==> config.mk <==
export PLATFORM = sky130hd
export DESIGN_NAME = neuron_sekvencer
export DESIGN_NICKNAME = d
export VERILOG_FILES = /design/src/rtl/neuron_sekvencer.sv
export SDC_FILE = /design/constraint.sdc
export NUM_CORES = 2
export LEC_CHECK = 0
export ABC_AREA = 1
export CAP_MARGIN = 25
export CORE_AREA = 2 2 425 427
export CTS_BUF_LIST = sky130_fd_sc_hd__clkbuf_2 sky130_fd_sc_hd__clkbuf_4 sky130_fd_sc_hd__clkbuf_8
export DETAILED_ROUTE_END_ITERATION = 10
export DIE_AREA = 0 0 427 429
export GPL_ROUTABILITY_DRIVEN = 0
export GPL_TIMING_DRIVEN = 0
export MAX_ROUTING_LAYER = met4
export PLACE_DENSITY = 0.52
export SETUP_SLACK_MARGIN = 0.3
export SKIP_LAST_GASP = 1
export SLEW_MARGIN = 20
export SYNTH_ARGS = -nofsm -noshare
export SYNTH_HDL_FRONTEND = slang
export SYNTH_SLANG_ARGS = --single-unit
export TNS_END_PERCENT = 1
==> constraint.sdc <==
create_clock -name clk -period 26.9 [get_ports clk]
set_clock_uncertainty 0.2 [all_clocks]
set_input_delay 4.035 -clock clk [delete_from_list [all_inputs] [get_ports clk]]
set_output_delay 4.035 -clock clk [all_outputs]
set_load 0.005 [all_outputs]
==> src/rtl/neuron_sekvencer.sv <==
// Sequential neuron: BROJ_ZNACAJKI MAC cycles through a shared external multiplier, then |P-N| and a sigmoid lookup.
// Latency: BROJ_ZNACAJKI+2 cycles from the start-accept edge to the izlaz/gotov update edge.
// Backpressure: none; start is ignored while busy and in the gotov cycle, and results hold until the next evaluation.
module neuron_sekvencer #(
    parameter int BROJ_ZNACAJKI = 60,
    parameter int SIRINA_SUME   = 22
) (
    input  logic                         clk,
    input  logic                         rst,
    input  logic                         start,
    input  logic [16*BROJ_ZNACAJKI-1:0]  uzorak,
    output logic                         zauzet,
    output logic [5:0]                   tezina_adr,
    input  logic [15:0]                  tezina,
    output logic [15:0]                  mn_tezina,
    output logic [15:0]                  mn_uzorak,
    input  logic [15:0]                  mn_produkt,
    output logic [SIRINA_SUME-1:0]       suma,
    output logic                         predznak,
    input  logic [15:0]                  vjerojatnost,
    output logic [15:0]                  izlaz,
    output logic                         gotov
);

    typedef enum logic [1:0] {
        MIRUJE  = 2'd0,
        MAC     = 2'd1,
        RAZLIKA = 2'd2,
        ZAPIS   = 2'd3
    } stanje_t;

    localparam logic [5:0] ZADNJI = 6'(BROJ_ZNACAJKI - 1);

    stanje_t                r_stanje;
    stanje_t                w_sljedece;
    logic [5:0]             r_indeks;
    logic [15:0]            r_znacajke [BROJ_ZNACAJKI];
    logic [SIRINA_SUME-1:0] r_poz;
    logic [SIRINA_SUME-1:0] r_neg;
    logic [SIRINA_SUME-1:0] r_suma;
    logic                   r_predznak;
    logic [15:0]            r_izlaz;
    logic                   r_gotov;

    logic                   w_prihvat;
    logic                   w_zadnji;
    logic [5:0]             w_adr;
    logic [SIRINA_SUME-1:0] w_produkt;

    // A start in the gotov cycle must be dropped, so acceptance also requires gotov low.
    assign w_prihvat = (r_stanje == MIRUJE) && start && !r_gotov;
    assign w_zadnji  = (r_indeks == ZADNJI);
    assign w_produkt = {{(SIRINA_SUME-16){1'b0}}, mn_produkt};

    // State register
    always_ff @(posedge clk or posedge rst) begin
        if (rst) begin
            r_stanje <= MIRUJE;
        end else begin
            r_stanje <= w_sljedece;
        end
    end

    // Next-state logic
    always_comb begin
        w_sljedece = r_stanje;
        case (r_stanje)
            MIRUJE:  if (w_prihvat) w_sljedece = MAC;
            MAC:     if (w_zadnji)  w_sljedece = RAZLIKA;
            RAZLIKA: w_sljedece = ZAPIS;
            ZAPIS:   w_sljedece = MIRUJE;
            default: w_sljedece = MIRUJE;
        endcase
    end

    // State-decoded outputs: busy flag and ROM address (address parked at 0 outside MAC)
    always_comb begin
        zauzet = (r_stanje != MIRUJE);
        w_adr  = '0;
        if (r_stanje == MAC) begin
            w_adr = r_indeks;
        end
    end

    assign tezina_adr = w_adr;
    assign mn_tezina  = tezina;
    assign mn_uzorak  = r_znacajke[w_adr];

    // Sample latch: only written on acceptance, so input changes mid-evaluation are invisible
    always_ff @(posedge clk) begin
        if (w_prihvat) begin
            for (int k = 0; k < BROJ_ZNACAJKI; k++) begin
                r_znacajke[k] <= uzorak[16*k +: 16];
            end
        end
    end

    // Datapath: sign-split accumulation, magnitude/sign of the difference, result capture
    always_ff @(posedge clk or posedge rst) begin
        if (rst) begin
            r_indeks   <= '0;
            r_poz      <= '0;
            r_neg      <= '0;
            r_suma     <= '0;
            r_predznak <= 1'b0;
            r_izlaz    <= '0;
            r_gotov    <= 1'b0;
        end else begin
            r_gotov <= 1'b0;
            case (r_stanje)
                MIRUJE: begin
                    if (w_prihvat) begin
                        r_indeks <= '0;
                        r_poz    <= '0;
                        r_neg    <= '0;
                    end
                end
                MAC: begin
                    // Accumulators are sized so the sum of all products cannot overflow.
                    if (tezina[15]) begin
                        r_neg <= r_neg + w_produkt;
                    end else begin
                        r_poz <= r_poz + w_produkt;
                    end
                    r_indeks <= w_zadnji ? '0 : r_indeks + 6'd1;
                end
                RAZLIKA: begin
                    // Equal sums report as non-positive (predznak=1, suma=0).
                    if (r_poz > r_neg) begin
                        r_suma     <= r_poz - r_neg;
                        r_predznak <= 1'b0;
                    end else begin
                        r_suma     <= r_neg - r_poz;
                        r_predznak <= 1'b1;
                    end
                end
                ZAPIS: begin
                    r_izlaz <= vjerojatnost;
                    r_gotov <= 1'b1;
                end
                default: ;
            endcase
        end
    end

    assign suma     = r_suma;
    assign predznak = r_predznak;
    assign izlaz    = r_izlaz;
    assign gotov    = r_gotov;

endmodule

==> qor.yml <==
setup_viol: 0
wl_met3_mm: 15.80
synth_area_leader_cell: "edfxtp_1"
end_kind: "output pin"
ys_types: 40
num_rows: 155
grt_pass1_vias: 38190
post-place-ws_ps: 17330
track_usage_pct: 24.81
finalNetCount: 6586
p_total_w: 0.006496
fp.dieH_um: 429
grt_setup_unrepaired: "no"
vdd_ir_drop_max_mv: 0.08405
required_ps: 22660
min_period_ps: 9552
grt_overflow_total: 0
grt_max_degree: 58
postCtsHoldBufs: 0
die_area_um2: 183200
drive_above_1_share_pct: 8.998
via_count: 39300
synth-edff-count: 960
cts.sinks: 1052
io_pins: 1090
setup_ws_ps: 17350
met1_length_mm: 86.27
relSlewSlack_pct: 25.22
dr_wl_met2_mm: 115.6
syn-instance-count: 4190
drv_cap: 0
ys_top_cells_by_count: "993 x nand2_1, 960 x edfxtp_1, 334 x nand3_1, 321 x o21ai_0, 296 x nor2_1"
synth_area_leaders: "edfxtp_1 62%, nand2_1 8.0%, dfrtp_1 5.0%, nand3_1 3.6%, o21ai_0 3.5%"
status: "complete, no violations"
insertion_delay_ps: 980
initial_core_util_pct: 26.09
power.density_nw_per_um2: 100.1
antenna_found_initial: 116
hold_class: "reg2reg"
post_drt_wl_per_cell_um: 28.05
h-tree-depth: 4
fmax_ghz: 0.1047
core_area_um2: 178000
hold_viol_final: 0
ant_nets: 0
cts_setup_buffers: 0
route.detailed.drc: 0
path_clk_slew_ps: 50
synth_top_area_share_pct: 62.06
async_reset_ff_share_pct: 8.745
viasPerCell: 4.858
wirelength_mm: 226.9
cts_resized: 0
timing_worst_slew_pin_value_ps: 1122
crit_arrival_ps: 5320
cts.path.max_buffers: 3
areaGrowthSynthToFinish_pct: 39.72
grt_pass1_wl_mm: 302.4
drt_first_pass_iters: 6
fin_crit_sh_pct: 35.51
total_leakage_power_nw: 24.24
syn_avg_cell_area_um2: 11.09
cts-root-buf: "clkbuf_8"
ys.flop_type: "edfxtp_1"
top_layer: "met4"
crit_path_max_fanout: 2
synth_seq_cells: 1052
slew_viol_final: 0
yosysSeqAreaShare_pct: 67.02
fin_util_pct: 36.45
timing_worst_setup_path_type: "in2out"
netlist_area_um2: 46450
cts_buffers: 188
drt_iter0_drc: 4287
die_x_um: 427
cts_tree: "yes"
synth_nets: 5286
dp_hpwl_mm: 183.9
ys_warn_count: 0
port_buffers: 1074
synth_most_common_cell: "nand2_1"
startpoint_type: "input port"
through the flow:
| stage | hold slack [ps] | area (um^2) | TNS [ps] | cells |
|---|---|---|---|---|
| global placement | 268.5 | 60150 | -228360 | 7619 |
| detailed placement | 266.7 | 60950 | 0 | 7655 |
| global route | 291.2 | 64870 | 0 | 8081 |
| finish | 279.6 | 64900 | 0 | 8090 |
| floorplan | 272.5 | 46450 | 0 | 4190 |
| CTS | 282.9 | 64670 | 0 | 8001 |
worst max-delay path, cell delays in order:
cell             delay, ps
clkdlybuf4s50_1        640
buf_4                  160
clkdlybuf4s50_1        480
routing by layer:
layer	track usage (%)	vias to the layer above
li1	-	17550
met1	28.59	19380
met2	41.65	1951
met3	4.942	420
met4	10.95	0
met5	-	-
layout make-up:
type	instances	area (um^2)
Antenna cell	89	222.7
Buffer	241	1185
Clock buffer	233	2938
Clock inverter	113	785.8
Fill cell	17850	113100
Inverter	278	1052
Multi-Input combinational cell	2619	13090
Sequential cell	1052	31130
Tap cell	2355	2947
Timing Repair Buffer	1110	11550
sequential cells by signal, summed over array words and instances, names as in the netlist:
name and flops:
gotov 1, izlaz 16, predznak 1, r_indeks 6
r_neg 22, r_poz 22, r_stanje 2, r_znacajke 960
suma 22
logic make-up after synthesis:
logic type	after synthesis	share of synthesized area (%)
fa+ha+maj	85	2.354
compound gates	833	10.44
simple gates	1663	14.59
buf+inv	519	4.798
flops	1052	67.02
xor+xnor	22	0.4148
mux	16	0.3879
final timing paths:
path	startpoint	end	slack, ps	cells past startpoint
min in group asynchronous	rst	r_neg[10]	3250	2
max	tezina[15]	mn_tezina[15]	17350	3
max reg2reg	r_stanje[0]	r_znacajke[23][12]	23080	12
min	suma[19]	suma[19]	280	2
min reg2reg	suma[19]	suma[19]	280	2
max in group asynchronous	rst	suma[16]	22540	3
power breakdown:
group | total [W] | switching, W | internal [W]
sequential | 0.00238 | 0.000148 | 0.00223
combinational | 0.00258 | 0.00171 | 0.000865
clock | 0.00154 | 0.000742 | 0.000795
total | 0.00650 | 0.00260 | 0.00389
cell usage in the layout, fill, tap and decap left out, drive strengths merged, types with 89 or more instances in the layout:
cell / n
clkdlybuf4s50: 1074
nand3: 335
edfxtp: 960
nand2: 1002
a21oi: 232
o21ai: 339
clkbuf: 329
o211ai: 129
diode: 89
nor2: 304
clkinv: 95
dfrtp: 92
buf: 181
inv: 285
Power figures use the tool's default switching activity.
